`config.mk`:
```
export PLATFORM = sky130hd
export DESIGN_NAME = npu_axil_csr_slave
export DESIGN_NICKNAME = d
export VERILOG_FILES = /design/src/rtl/npu_axil_csr_slave.sv
export SDC_FILE = /design/constraint.sdc
export NUM_CORES = 1
export LEC_CHECK = 0
export ABC_AREA = 1
export BUFFER_PORTS_ARGS = -buffer_cell sky130_fd_sc_hd__buf_2
export CAP_MARGIN = 20
export CORE_AREA = 5 5 139 114
export DETAILED_ROUTE_END_ITERATION = 8
export DIE_AREA = 0 0 144 119
export HOLD_SLACK_MARGIN = 0.1
export PLACE_DENSITY = 0.81
export SKIP_LAST_GASP = 1
export SLEW_MARGIN = 40
export SYNTH_ARGS = -nofsm -noshare
export SYNTH_HDL_FRONTEND = slang
export SYNTH_SLANG_ARGS = --single-unit
```
`constraint.sdc`:
```
create_clock -name clk -period 2.7 [get_ports clk]
set_input_delay 0.54 -clock clk [delete_from_list [all_inputs] [get_ports clk]]
set_output_delay 0.54 -clock clk [all_outputs]
set_load 0.02 [all_outputs]
```
`src/rtl/npu_axil_csr_slave.sv`:
```
// AXI4-Lite CSR slave for the NPU control path.
// Decodes control CPU reads/writes into a small register file and drives the
// datapath job descriptor (src/dst/len + one-cycle start pulse). Collects the
// datapath busy/done status into a sticky, interrupt-capable STATUS register.
//
// Ports:
//   clk, rst            single clock, synchronous active-high reset
//   s_axi_aw*/w*/b*     AXI4-Lite write channels (awprot ignored)
//   s_axi_ar*/r*        AXI4-Lite read channels (arprot ignored)
//   npu_start           one-cycle job start pulse
//   npu_src_addr/dst/len job descriptor registers
//   npu_busy, npu_done  datapath busy level and job-complete pulse
//   irq                 STATUS.DONE & CTRL.IRQ_EN, registered
//
// Register map (word index = addr[7:2]):
//   0x00 CTRL     bit0 START (W, reads 0), bit1 IRQ_EN (RW)
//   0x04 STATUS   bit0 BUSY (RO), bit1 DONE (sticky, W1C)
//   0x08 SRC_ADDR, 0x0C DST_ADDR, 0x10 LEN (RW, byte strobes)
//   0x14 VERSION  (RO)
//   other         SLVERR, reads 0
module npu_axil_csr_slave #(
  parameter int unsigned AXI_ADDR_WIDTH = 32,
  parameter int unsigned AXI_DATA_WIDTH = 32,
  parameter logic [31:0] VERSION        = 32'h0001_0000
) (
  input  logic                        clk,
  input  logic                        rst,
  input  logic [AXI_ADDR_WIDTH-1:0]   s_axi_awaddr,
  input  logic [2:0]                  s_axi_awprot,
  input  logic                        s_axi_awvalid,
  output logic                        s_axi_awready,
  input  logic [AXI_DATA_WIDTH-1:0]   s_axi_wdata,
  input  logic [AXI_DATA_WIDTH/8-1:0] s_axi_wstrb,
  input  logic                        s_axi_wvalid,
  output logic                        s_axi_wready,
  output logic [1:0]                  s_axi_bresp,
  output logic                        s_axi_bvalid,
  input  logic                        s_axi_bready,
  input  logic [AXI_ADDR_WIDTH-1:0]   s_axi_araddr,
  input  logic [2:0]                  s_axi_arprot,
  input  logic                        s_axi_arvalid,
  output logic                        s_axi_arready,
  output logic [AXI_DATA_WIDTH-1:0]   s_axi_rdata,
  output logic [1:0]                  s_axi_rresp,
  output logic                        s_axi_rvalid,
  input  logic                        s_axi_rready,
  output logic                        npu_start,
  output logic [31:0]                 npu_src_addr,
  output logic [31:0]                 npu_dst_addr,
  output logic [31:0]                 npu_len,
  input  logic                        npu_busy,
  input  logic                        npu_done,
  output logic                        irq
);

  localparam logic [5:0] IdxCtrl   = 6'd0;
  localparam logic [5:0] IdxStatus = 6'd1;
  localparam logic [5:0] IdxSrc    = 6'd2;
  localparam logic [5:0] IdxDst    = 6'd3;
  localparam logic [5:0] IdxLen    = 6'd4;
  localparam logic [5:0] IdxVer    = 6'd5;

  localparam logic [1:0] RespOkay   = 2'b00;
  localparam logic [1:0] RespSlvErr = 2'b10;

  // Write holding registers
  logic        aw_held_q, aw_held_d;
  logic [5:0]  aw_idx_q, aw_idx_d;
  logic        w_held_q, w_held_d;
  logic [31:0] wdata_q, wdata_d;
  logic [3:0]  wstrb_q, wstrb_d;

  // Response channels
  logic        bvalid_q, bvalid_d;
  logic [1:0]  bresp_q, bresp_d;
  logic        rvalid_q, rvalid_d;
  logic [31:0] rdata_q, rdata_d;
  logic [1:0]  rresp_q, rresp_d;

  // Register file
  logic        irq_en_q, irq_en_d;
  logic        done_q, done_d;
  logic [31:0] src_q, src_d;
  logic [31:0] dst_q, dst_d;
  logic [31:0] len_q, len_d;
  logic        start_q, start_d;
  logic        irq_q, irq_d;

  logic        aw_hs, w_hs, ar_hs, wr_fire;
  logic [5:0]  ar_idx;

  assign s_axi_awready = !aw_held_q && !bvalid_q && !rst;
  assign s_axi_wready  = !w_held_q && !bvalid_q && !rst;
  assign s_axi_arready = !rvalid_q && !rst;

  assign aw_hs   = s_axi_awvalid && s_axi_awready;
  assign w_hs    = s_axi_wvalid && s_axi_wready;
  assign ar_hs   = s_axi_arvalid && s_axi_arready;
  // Both halves present: commit on this edge, one write outstanding at a time.
  assign wr_fire = aw_held_q && w_held_q;
  assign ar_idx  = s_axi_araddr[7:2];

  // Only addr[7:2] is decoded; prot and remaining address bits are ignored.
  logic unused_ok;
  assign unused_ok = ^{s_axi_awprot, s_axi_arprot,
                       s_axi_awaddr[AXI_ADDR_WIDTH-1:8], s_axi_awaddr[1:0],
                       s_axi_araddr[AXI_ADDR_WIDTH-1:8], s_axi_araddr[1:0]};

  function automatic logic [31:0] merge_strb(input logic [31:0] old_v,
                                             input logic [31:0] new_v,
                                             input logic [3:0]  strb);
    logic [31:0] res;
    res = old_v;
    for (int b = 0; b < 4; b++) begin
      if (strb[b]) res[8*b +: 8] = new_v[8*b +: 8];
    end
    return res;
  endfunction

  always_comb begin
    aw_held_d = aw_held_q;
    aw_idx_d  = aw_idx_q;
    w_held_d  = w_held_q;
    wdata_d   = wdata_q;
    wstrb_d   = wstrb_q;
    bvalid_d  = bvalid_q;
    bresp_d   = bresp_q;
    rvalid_d  = rvalid_q;
    rdata_d   = rdata_q;
    rresp_d   = rresp_q;
    irq_en_d  = irq_en_q;
    done_d    = done_q;
    src_d     = src_q;
    dst_d     = dst_q;
    len_d     = len_q;
    start_d   = 1'b0;
    irq_d     = done_q && irq_en_q;

    if (aw_hs) begin
      aw_held_d = 1'b1;
      aw_idx_d  = s_axi_awaddr[7:2];
    end
    if (w_hs) begin
      w_held_d = 1'b1;
      wdata_d  = s_axi_wdata;
      wstrb_d  = s_axi_wstrb;
    end

    if (wr_fire) begin
      aw_held_d = 1'b0;
      w_held_d  = 1'b0;
      bvalid_d  = 1'b1;
      bresp_d   = RespOkay;
      case (aw_idx_q)
        IdxCtrl: begin
          if (wstrb_q[0]) begin
            irq_en_d = wdata_q[1];
            // A start request while the datapath is busy is silently dropped.
            start_d  = wdata_q[0] && !npu_busy;
          end
        end
        IdxStatus: begin
          if (wstrb_q[0] && wdata_q[1]) done_d = 1'b0;
        end
        IdxSrc:  src_d = merge_strb(src_q, wdata_q, wstrb_q);
        IdxDst:  dst_d = merge_strb(dst_q, wdata_q, wstrb_q);
        IdxLen:  len_d = merge_strb(len_q, wdata_q, wstrb_q);
        IdxVer:  ;
        default: bresp_d = RespSlvErr;
      endcase
    end else if (bvalid_q && s_axi_bready) begin
      bvalid_d = 1'b0;
    end

    // Set after the W1C so a coincident done pulse wins.
    if (npu_done) done_d = 1'b1;

    if (ar_hs) begin
      rvalid_d = 1'b1;
      rresp_d  = RespOkay;
      case (ar_idx)
        IdxCtrl:   rdata_d = {30'd0, irq_en_q, 1'b0};
        IdxStatus: rdata_d = {30'd0, done_q, npu_busy};
        IdxSrc:    rdata_d = src_q;
        IdxDst:    rdata_d = dst_q;
        IdxLen:    rdata_d = len_q;
        IdxVer:    rdata_d = VERSION;
        default: begin
          rdata_d = 32'd0;
          rresp_d = RespSlvErr;
        end
      endcase
    end else if (rvalid_q && s_axi_rready) begin
      rvalid_d = 1'b0;
    end
  end

  always_ff @(posedge clk) begin
    if (rst) begin
      aw_held_q <= 1'b0;
      aw_idx_q  <= '0;
      w_held_q  <= 1'b0;
      wdata_q   <= '0;
      wstrb_q   <= '0;
      bvalid_q  <= 1'b0;
      bresp_q   <= '0;
      rvalid_q  <= 1'b0;
      rdata_q   <= '0;
      rresp_q   <= '0;
      irq_en_q  <= 1'b0;
      done_q    <= 1'b0;
      src_q     <= '0;
      dst_q     <= '0;
      len_q     <= '0;
      start_q   <= 1'b0;
      irq_q     <= 1'b0;
    end else begin
      aw_held_q <= aw_held_d;
      aw_idx_q  <= aw_idx_d;
      w_held_q  <= w_held_d;
      wdata_q   <= wdata_d;
      wstrb_q   <= wstrb_d;
      bvalid_q  <= bvalid_d;
      bresp_q   <= bresp_d;
      rvalid_q  <= rvalid_d;
      rdata_q   <= rdata_d;
      rresp_q   <= rresp_d;
      irq_en_q  <= irq_en_d;
      done_q    <= done_d;
      src_q     <= src_d;
      dst_q     <= dst_d;
      len_q     <= len_d;
      start_q   <= start_d;
      irq_q     <= irq_d;
    end
  end

  assign s_axi_bvalid = bvalid_q;
  assign s_axi_bresp  = bresp_q;
  assign s_axi_rvalid = rvalid_q;
  assign s_axi_rdata  = rdata_q;
  assign s_axi_rresp  = rresp_q;
  assign npu_start    = start_q;
  assign npu_src_addr = src_q;
  assign npu_dst_addr = dst_q;
  assign npu_len      = len_q;
  assign irq          = irq_q;

endmodule
```
; Word-level counts from Yosys, hierarchy flattened
; Cells that the tools add are included.
[op_classes]
eq_ne = 10
n_mux = 11
bitwise_logic = 3
reduce_logical = 45
[ops]
columns = cell, n
row1 = one-hot mux 32 bit (6 select lines), 1
row2 = AND reduction 3 bit, 14
row3 = equality test 6 x 2 -> 1 bit (second input constant), 4
row4 = equality test 6 x 3 -> 1 bit (second input constant), 4
row5 = logical AND 1 bit, 14
row6 = equality test 6 x 1 -> 1 bit (second input constant), 2
row7 = logical NOT 6 bit, 2
row8 = OR reduction 6 bit, 2
row9 = nonzero test 2 bit, 5
row10 = 2-to-1 mux 1 bit, 8
row11 = logical NOT 1 bit, 6
row12 = 2-to-1 mux 2 bit, 2
row13 = OR reduction 4 bit, 1
row14 = inverter 1 bit, 3
row15 = OR reduction 2 bit, 1
[word_totals]
reg_bits = 182
inputBits = 115
output_inout_bits = 139
elab_cells = 95

; Longest topological paths before layout
; Gate-level depths: netlist (run 1).
[logic_depth]
depth_word = 5
depth_mapped = 10
mapped_depth_nobuf = 8

; Least setup slack after synthesis (run 1)
; Ideal clock, no wire load.
[synth_timing]
path_kind = in2reg
from = input port rst
to = register aw_idx_q[0]
setup_time_ns = 0.127
t_arrival_ns = 1.784
t_required_ns = 2.573
path_slack_ns = 0.789
path_stages = 6
n_path_buf = 2
cell_sequence = buf_2 -> nor3_1 -> nand2_1 -> clkbuf_1 -> o21ai_0 -> a21oi_1
[synth_via]
elab_chain_cells = 3
[synth_rtl]
columns = item, line
row1 = start: declaration, 27  ; input logic rst,
row2 = logical NOT 1 bit, 92  ; assign s_axi_awready = !aw_held_q && !bvalid_q && !rst;
row3 = logical AND 1 bit, 92
row4 = via s_axi_awready, 31  ; output logic s_axi_awready,
row5 = logical AND 1 bit, 96  ; assign aw_hs = s_axi_awvalid && s_axi_awready;
row6 = end signal: assignment, 219  ; aw_idx_q <= aw_idx_d;
row7 = end: declaration, 68  ; logic [5:0] aw_idx_q, aw_idx_d;
; The timed path passes the listed nets, and every way through them passes these cells.
; A chain may end at the register's enable or synchronous reset.

; Worst setup path in the final report (run 1)
[layout_timing]
from = register bvalid_q (netlist: s_axi_bvalid)
to = output port s_axi_wready
[layout_via]
elab_chain_cells = 3
[layout_rtl]
columns = item, line
row1 = start: declaration, 74  ; logic bvalid_q, bvalid_d;
row2 = start signal: assignment, 223  ; bvalid_q <= bvalid_d;
row3 = logical NOT 1 bit, 93  ; assign s_axi_wready = !w_held_q && !bvalid_q && !rst;
row4 = logical AND 1 bit (2 in series), 93
row5 = end: declaration, 35  ; output logic s_axi_wready,
; No other way between the ends.

==> metrics.log, run 1 <==
INFO  metric result_of_the_run = completed
INFO  metric drc_errors_left = 0
INFO  metric power.ir.vdd_worst = 0.000468 V
INFO  metric ys_top_cells_by_count = 204 x nor2_1, 180 x dfxtp_1, 180 x nand2_1
INFO  metric via_count = 7316
INFO  metric tightestPinTransition = 733 ps
INFO  metric hold_path_class = input pin to flip-flop
INFO  metric netlist.top_cell.by_area = dfxtp_1
INFO  metric grt_antenna_before_repair = 0
INFO  metric skew = 8.96 ps
INFO  metric place_hpwl = 15200 um
INFO  metric cts_setup_buffers = 0
INFO  metric sequential_fraction_of_the_synthesis_area = 50.4%
INFO  metric design.final.nets = 1274
INFO  metric power_leakage = 4.14 nW
INFO  metric final_max_slew_viol_count = 0
INFO  metric period_needed = 1970 ps
INFO  metric syn_area_per_cell = 7.29 sq um
INFO  metric postSynthCellCount = 981
INFO  metric max-cap-violations = 0
INFO  metric io_pins = 254
INFO  metric initial_utilization = 50.3%
INFO  metric dieArea = 0.0171 sq mm
INFO  metric unrepaired_setup_endpoints_after_global_routing = no
INFO  metric final_area = 0.00881 sq mm
INFO  metric grt_first_pass_wirelength = 34900 um
INFO  metric first_global_vias = 6823
INFO  metric io_buffer_count = 193
INFO  metric synth_most_common_cell = nor2_1
INFO  metric crit_type = flip-flop to output pin
INFO  metric holdBufCountCts = 0
INFO  metric ys_ff_latch = 180
INFO  metric clk-insertion-delay-late = 430 ps
INFO  metric post_synth_edffs = 0
INFO  metric cts_tree = yes
INFO  metric tritoncts.num_buffers = 17
INFO  metric final-hold-violation-count = 0
INFO  metric track_usage = 25.5%
INFO  metric slew_headroom = 51.1%
INFO  metric finalWirelength = 22200 um
INFO  metric iteration_0_drc_markers = 603
INFO  metric fp-row-count = 39
INFO  metric placed_cell_area = 0.00824 sq mm
INFO  metric netlist.area_leader.share = 50.4%
INFO  metric worst-endpoint-required = 2160 ps
INFO  metric cts.root.buffer_cell = clkbuf_16
INFO  metric syn-cell-area = 0.00715 sq mm
INFO  metric syn_to_final_growth = 23.2%
INFO  metric clock_tree_buffer_depth = 2
INFO  metric whs = 331 ps
INFO  metric cellPowerDensity = 622 mW/mm^2
INFO  metric setup_violations = 0
INFO  metric postRouteAntennaNets = 0
INFO  metric asyncSetResetFlopFracSynth = 0%
INFO  metric yosys-top-cells-area = dfxtp_1 50%, nor2_1 11%, nand2_1 9.5%, o21ai_0 7.6%, nand3_1 7.0%
INFO  metric min_period_over_period = 72.9%
INFO  metric clkSlewWorstSetupHoldPaths = 60 ps
INFO  metric die_h = 119 um
INFO  metric dr.pass1.iters = 5
INFO  metric totalNegativeSetupSlack = 0 ps
INFO  metric cts_resized = 0
INFO  metric core-area = 0.0142 sq mm
INFO  metric cts_num_sinks = 180
INFO  metric total_gr_overflow = 0
INFO  metric yosys_warnings = 0
INFO  metric setup.worst_path.start_class = flip-flop
INFO  metric clock.fmax = 508 MHz
INFO  metric detail_route.wl_per_cell = 16.4 um
INFO  metric via_per_inst = 5.40
INFO  metric total_power = 0.00548 W
INFO  metric post_synth_num_cell_types = 26
INFO  metric fp.dieW = 144 um
INFO  metric worstPathMaxFanout = 14
INFO  metric maximum_number_of_pins_on_one_net_before_global_route_repair = 78
INFO  metric gp_routability_congestion = 0.874
INFO  metric filler_cell_count = 1318
INFO  metric cp_data_arrival_time = 1430 ps
INFO  metric crit_path_end_kind = output pin
INFO  metric ctsHtreeMaxLevel = 4
INFO  metric layout-drive-gt1-share = 22.7%
INFO  metric ys_dominant_reg_cell = dfxtp_1
## per-stage QoR
| step | instances | utilization (%) | setup WS [ps] |
|---|---|---|---|
| 4_1_cts | 1353 | 62.0 | 711 |
| 6_report | 1354 | 62.0 | 731 |
| 5_1_grt | 1353 | 62.0 | 670 |
| 2_1_floorplan | 982 | - | 789 |
| 3_3_place_gp | 1324 | 58.0 | 604 |
| 3_5_place_dp | 1324 | 58.0 | 602 |
## report_power, final
part	switching [W]	internal, W
Combinational	0.000225	0.000101
Sequential	0.0000381	0.00270
Clock	0.000970	0.00144
Total	0.00123	0.00424
## cell usage in the layout, fill, tap and decap left out, types with 4 or more instances in the layout
| cell | n |
|---|---|
| a21oi_1 | 83 |
| buf_2 | 193 |
| buf_4 | 15 |
| clkbuf_16 | 17 |
| clkbuf_8 | 4 |
| dfxtp_1 | 180 |
| inv_1 | 33 |
| inv_2 | 12 |
| nand2_1 | 180 |
| nand2_2 | 4 |
| nand3_1 | 100 |
| nor2_1 | 204 |
| nor2_4 | 8 |
| o21ai_0 | 108 |
## worst max-delay path: stages, from the launching register on
cell	delay, ps
dfxtp_1	360
nor3_4	180
buf_4	250
buf_2	200
## path summary, 6_finish.rpt
path                                   start      endpoint  slack, ps  cells past startpoint
worst max-delay path            s_axi_bvalid  s_axi_wready        730                      3
worst min-delay path            s_axi_rready  s_axi_rvalid        330                      2
worst max register to register   aw_idx_q[0]    npu_len[9]        870                      7
worst min register to register    wstrb_q[2]    wstrb_q[2]        450                      2
## cell families after synthesis
group,after synthesis,synth area share [%]
and+or+nand+nor,507,29.9
AOI/OAI and AO/OA,196,13.8
DFF,180,50.4
buffers and inverters,97,5.78
other,1,0.0525
## cell type report
| class | count | area, sq um | share of cell area, % |
|---|---|---|---|
| antenna | 1 | 2.50 | 0.0284 |
| clock buffer | 24 | 492 | 5.58 |
| clock inverter | 5 | 75.1 | 0.852 |
| inverter | 46 | 173 | 1.96 |
| multi-input combinational | 705 | 3130 | 35.6 |
| sequential | 180 | 3600 | 40.9 |
| tap | 184 | 230 | 2.61 |
| timing repair buffer | 209 | 1100 | 12.5 |
## registers in the layout (all words and copies together), names as in the netlist, 4 cells and up
signal,count
npu_dst_addr,32
npu_len,32
npu_src_addr,32
s_axi_rdata,32
wdata_q,32
aw_idx_q,6
wstrb_q,4
## metal layers
metal  GRT usage (%)  vias to the layer above  wire length (um)
met1            34.5                     3403              9650
met4            8.82                        0               320
met5               0                        -                 0
met3            5.73                       31              2030
met2            40.2                      332             10200
li1                -                     3550                 -
Power figures use the tool's default switching activity.
==> run 2, diff against run 1 <==
Settings changed: CORE_AREA 5 5 139 114 to 5 5 140 115, DIE_AREA 0 0 144 119 to 0 0 145 120, PLACE_DENSITY 0.81 to 0.79.
Clock period 2.7 ns to 2 ns, I/O delays scaled along.
==> run 2 against run 1 <==
- first-iteration DRC count decreased by 0.17%
- via count about the same
- non-clock buffer count rose by 5
==> metrics.log, run 2 (synthesized netlist as in run 1, its figures left out) <==
INFO  metric result_of_the_run = completed
INFO  metric unrepaired_setup_endpoints_after_global_routing = no
INFO  metric whs_endpoint = s_axi_rvalid
INFO  metric clockPowerShare = 44.1%
INFO  metric setup.worst_path.start_class = flip-flop
INFO  metric holdBufCountCts = 0
INFO  metric die_h = 120 um
INFO  metric dr.pass1.iters = 6
INFO  metric final_max_slew_viol_count = 0
INFO  metric cp_data_arrival_time = 1410 ps
INFO  metric hold_path_depth = 2
INFO  metric first_global_vias = 6906
INFO  metric ctsHtreeMaxLevel = 4
INFO  metric switching_share_of_power = 23.6%
INFO  metric iteration_0_drc_markers = 602
INFO  metric totalNegativeSetupSlack = 0 ps
INFO  metric grt_first_pass_wirelength = 35800 um
INFO  metric share_comb_of_total_power = 6.1%
INFO  metric crit_path_end_kind = output pin
INFO  metric total_gr_overflow = 0
INFO  metric total_power = 0.00741 W
INFO  metric min_period_over_period = 90.3%
INFO  metric initial_utilization = 48.7%
INFO  metric crit_type = flip-flop to output pin
INFO  metric fp.dieW = 145 um
INFO  metric io_pins = 254
INFO  metric final_common_cell = nor2_1
INFO  metric io_buffer_count = 193
INFO  metric multi_input_logic_area = 0.00313 sq mm
INFO  metric dieArea = 0.0174 sq mm
INFO  metric cts.root.buffer_cell = clkbuf_16
INFO  metric skew = 10.5 ps
INFO  metric hold_path_class = input pin to flip-flop
INFO  metric tritoncts.num_buffers = 17
INFO  metric cts_tree = yes
INFO  metric power_leakage = 4.16 nW
INFO  metric syn_to_final_growth = 24.1%
INFO  metric regArea = 0.00360 sq mm
INFO  metric filler_cell_count = 1370
INFO  metric clock_tree_buffer_depth = 2
INFO  metric detail_route.wl_per_cell = 16.5 um
INFO  metric reg2reg_depth = 7
INFO  metric regToRegStartpoint = aw_idx_q[5]
INFO  metric worst-endpoint-required = 1600 ps
INFO  metric intPower = 0.00566 W
INFO  metric period_needed = 1810 ps
INFO  metric cellPowerDensity = 835 mW/mm^2
INFO  metric final-hold-violation-count = 0
INFO  metric max-cap-violations = 0
INFO  metric gp_routability_congestion = 0.837
INFO  metric r2r_setup_slack = 260 ps
INFO  metric via_per_inst = 5.35
INFO  metric clock.fmax = 554 MHz
INFO  metric clk-insertion-delay-late = 420 ps
INFO  metric grt_antenna_before_repair = 0
INFO  metric cts_num_sinks = 180
INFO  metric finalWirelength = 22500 um
INFO  metric core-area = 0.0147 sq mm
INFO  metric cts_resized = 0
INFO  metric clkSlewWorstSetupHoldPaths = 70 ps
INFO  metric design.final.nets = 1279
INFO  metric layout-drive-gt1-share = 22.9%
INFO  metric place_hpwl = 15200 um
INFO  metric maximum_number_of_pins_on_one_net_before_global_route_repair = 65
INFO  metric via_count = 7312
INFO  metric track_usage = 25.2%
INFO  metric worst_r2r_endpoint = npu_len[1]
INFO  metric final_cell_mix = 204 x nor2_1, 193 x buf_2, 180 x nand2_1, 180 x dfxtp_1, 108 x o21ai_0
INFO  metric postRouteAntennaNets = 0
INFO  metric worstPathMaxFanout = 5
INFO  metric power.ir.vdd_worst = 0.000580 V
INFO  metric insertedDiodeCount = 0
INFO  metric sequentialPowerShare = 49.9%
INFO  metric drc_errors_left = 0
INFO  metric net-switching-power = 0.00175 W
INFO  metric cts_setup_buffers = 0
INFO  metric hp-start = s_axi_rready
INFO  metric fp-row-count = 40
INFO  metric setup_violations = 0
-- run 2: how the worst max path moves through the flow --
| stage | endpoint | start |
|---|---|---|
| 2_1_floorplan | aw_idx_q[0] | rst |
| 3_3_place_gp | npu_len[1] | aw_idx_q[3] |
| 3_5_place_dp | npu_len[1] | aw_idx_q[5] |
| 4_1_cts | s_axi_wready | s_axi_bvalid |
| 5_1_grt | npu_len[1] | aw_idx_q[0] |
| 6_report | s_axi_wready | s_axi_bvalid |
-- run 2: per-stage QoR --
| step | hold slack, ps | util (%) | std cells | worst slack, ps | cell area, sq um |
|---|---|---|---|---|---|
| after floorplan | 429 | - | 982 | 229 | 7150 |
| after detailed placement | 445 | 56.7 | 1334 | 198 | 8310 |
| after CTS | 179 | 60.5 | 1366 | 166 | 8870 |
| after global routing | 188 | 60.5 | 1366 | 77.3 | 8870 |
| final | 185 | 60.5 | 1366 | 195 | 8870 |
| after global placement | 441 | 56.7 | 1334 | 255 | 8310 |
-- run 2: critical path, stage by stage (launching register included) --
cell     delay, ps
dfxtp_1        350
nor3_4         380
buf_2          240
-- run 2: per-layer routing --
metal	wire, um	global-route usage (%)
met5	0	0
met4	288	7.65
met3	2030	6.04
met2	10400	40.6
met1	9760	33.7
-- run 2: power by group through the flow --
stage / clock network [W] / registers, W / logic (W)
global placement: 0 / 0.00377 / 0.000438
detailed placement: 0 / 0.00377 / 0.000445
finish: 0.00326 / 0.00369 / 0.000449
floorplan: 0 / 0.00377 / 0.000261
global route: 0.00343 / 0.00370 / 0.000491
CTS: 0.00328 / 0.00369 / 0.000447
-- run 2: final cells by class --
cell class | count | area share, %
clock buffer | 24 | 5.20
clock inverter | 8 | 1.16
inverter | 46 | 1.95
multi-input combinational | 705 | 35.3
sequential | 180 | 40.6
tap | 189 | 2.67
timing repair buffer | 214 | 13.1
==> run 3, diff against run 2 <==
Settings changed: CORE_AREA 5 5 140 115 to 5 5 139 114, DIE_AREA 0 0 145 120 to 0 0 144 119, PLACE_DENSITY 0.79 to 0.81.
Clock period 2 ns to 2.15 ns, I/O delays scaled along.
==> run 3 against run 2 <==
- die area shrank 1.5%
- sequential share of layout area grew 0.080 points
- register-to-register slack hardly changed
==> metrics.log, run 3 (synthesized netlist as in run 1, its figures left out) <==
INFO  metric r2r_setup_slack = 270 ps
INFO  metric via_per_inst = 5.37
INFO  metric design.final.nets = 1280
INFO  metric clock.fmax = 533 MHz
INFO  metric ctsHtreeMaxLevel = 4
INFO  metric cellPowerDensity = 766 mW/mm^2
INFO  metric worst-endpoint-required = 2500 ps
INFO  metric totalNegativeSetupSlack = 0 ps
INFO  metric total_gr_overflow = 0
INFO  metric layout-drive-gt1-share = 23.0%
INFO  metric fp.dieW = 144 um
INFO  metric cts_tree = yes
INFO  metric crit_type = flip-flop to flip-flop
INFO  metric slew_headroom = 54.2%
INFO  metric tritoncts.num_buffers = 17
INFO  metric final_common_cell = nor2_1
INFO  metric first_global_vias = 6825
INFO  metric tightestPinTransition = 687 ps
INFO  metric holdBufCountCts = 0
INFO  metric cts_resized = 0
INFO  metric maximum_number_of_pins_on_one_net_before_global_route_repair = 65
INFO  metric finalWirelength = 22200 um
INFO  metric filler_cell_count = 1280
INFO  metric final_cell_mix = 204 x nor2_1, 193 x buf_2, 180 x nand2_1, 180 x dfxtp_1, 108 x o21ai_0
INFO  metric drc_errors_left = 0
INFO  metric crit_path_end_kind = flip-flop
INFO  metric setup.worst_path.start_class = flip-flop
INFO  metric setup_violations = 0
INFO  metric cts_setup_buffers = 0
INFO  metric worstPathMaxFanout = 9
INFO  metric power.ir.vdd_worst = 0.000553 V
INFO  metric die_h = 119 um
INFO  metric via_count = 7306
INFO  metric grt_first_pass_wirelength = 35100 um
INFO  metric grt_antenna_before_repair = 0
INFO  metric detail_route.wl_per_cell = 16.3 um
INFO  metric skew = 5.05 ps
INFO  metric gp_routability_congestion = 0.873
INFO  metric total_power = 0.00679 W
INFO  metric period_needed = 1880 ps
INFO  metric clk-insertion-delay-late = 420 ps
INFO  metric io_buffer_count = 193
INFO  metric iteration_0_drc_markers = 699
INFO  metric place_hpwl = 15500 um
INFO  metric whs = 203 ps
INFO  metric cts.root.buffer_cell = clkbuf_16
INFO  metric result_of_the_run = completed
INFO  metric dr.pass1.iters = 6
INFO  metric final_max_slew_viol_count = 0
INFO  metric min_period_over_period = 87.3%
INFO  metric postRouteAntennaNets = 0
INFO  metric cp_data_arrival_time = 2230 ps
INFO  metric initial_utilization = 50.3%
INFO  metric syn_to_final_growth = 23.9%
INFO  metric clock_tree_buffer_depth = 2
INFO  metric track_usage = 25.6%
INFO  metric cts_num_sinks = 180
INFO  metric core-area = 0.0142 sq mm
INFO  metric hold_path_class = input pin to flip-flop
INFO  metric fp-row-count = 39
INFO  metric dieArea = 0.0171 sq mm
INFO  metric io_pins = 254
INFO  metric clkSlewWorstSetupHoldPaths = 60 ps
INFO  metric unrepaired_setup_endpoints_after_global_routing = no
INFO  metric final-hold-violation-count = 0
INFO  metric insertedDiodeCount = 0
INFO  metric power_leakage = 4.17 nW
INFO  metric max-cap-violations = 0
## run 3: report_power, final
part	leakage, nW	switching [W]	total (W)	internal [W]
Clock	0.277	0.00119	0.00293	0.00174
Sequential	1.46	0.0000481	0.00344	0.00339
Combinational	2.43	0.000282	0.000414	0.000132
## run 3: per-stage QoR
step	setup WS (ps)	util [%]	cells	cell area, sq um
2_1_floorplan	349	-	982	7150
3_3_place_gp	395	58.4	1330	8300
3_5_place_dp	379	58.4	1330	8300
4_1_cts	329	62.4	1361	8850
5_1_grt	154	62.4	1361	8850
6_report	272	62.4	1361	8850
## run 3: final cells by class
| type | count | area, sq um | area share, % |
|---|---|---|---|
| Clock buffer | 27 | 513 | 5.79 |
| Multi-Input combinational cell | 705 | 3130 | 35.4 |
| Tap cell | 184 | 230 | 2.60 |
| Inverter | 46 | 173 | 1.95 |
| Clock inverter | 4 | 45.0 | 0.509 |
| Sequential cell | 180 | 3600 | 40.7 |
| Timing Repair Buffer | 215 | 1160 | 13.1 |
## run 3: routing by layer
| metal | GRT usage, % | wire length (um) | vias up | share of wire [%] |
|---|---|---|---|---|
| met1 | 34.6 | 9520 | 3380 | 43 |
| met2 | 41.0 | 10200 | 348 | 46 |
| met3 | 5.45 | 2130 | 27 | 9.6 |
| li1 | - | - | 3551 | - |
| met5 | 0 | 0 | - | 0 |
| met4 | 8.29 | 345 | 0 | 1.6 |
## run 3: path summary, 6_finish.rpt
path / from / to / depth (start not counted)
setup / recovery: aw_idx_q[5] / npu_len[30] / 7
hold / removal: s_axi_rready / s_axi_rvalid / 2
setup reg to reg: aw_idx_q[5] / npu_len[30] / 7
hold reg to reg: wstrb_q[2] / wstrb_q[2] / 2
## run 3: critical path, stage by stage (launching register included)
cell and delay, ps:
dfxtp_1 310, inv_1 70, nand3_1 170, nor3_2 380, nand2_1 320, inv_1 330, nor2_1 100, nor2_1 130
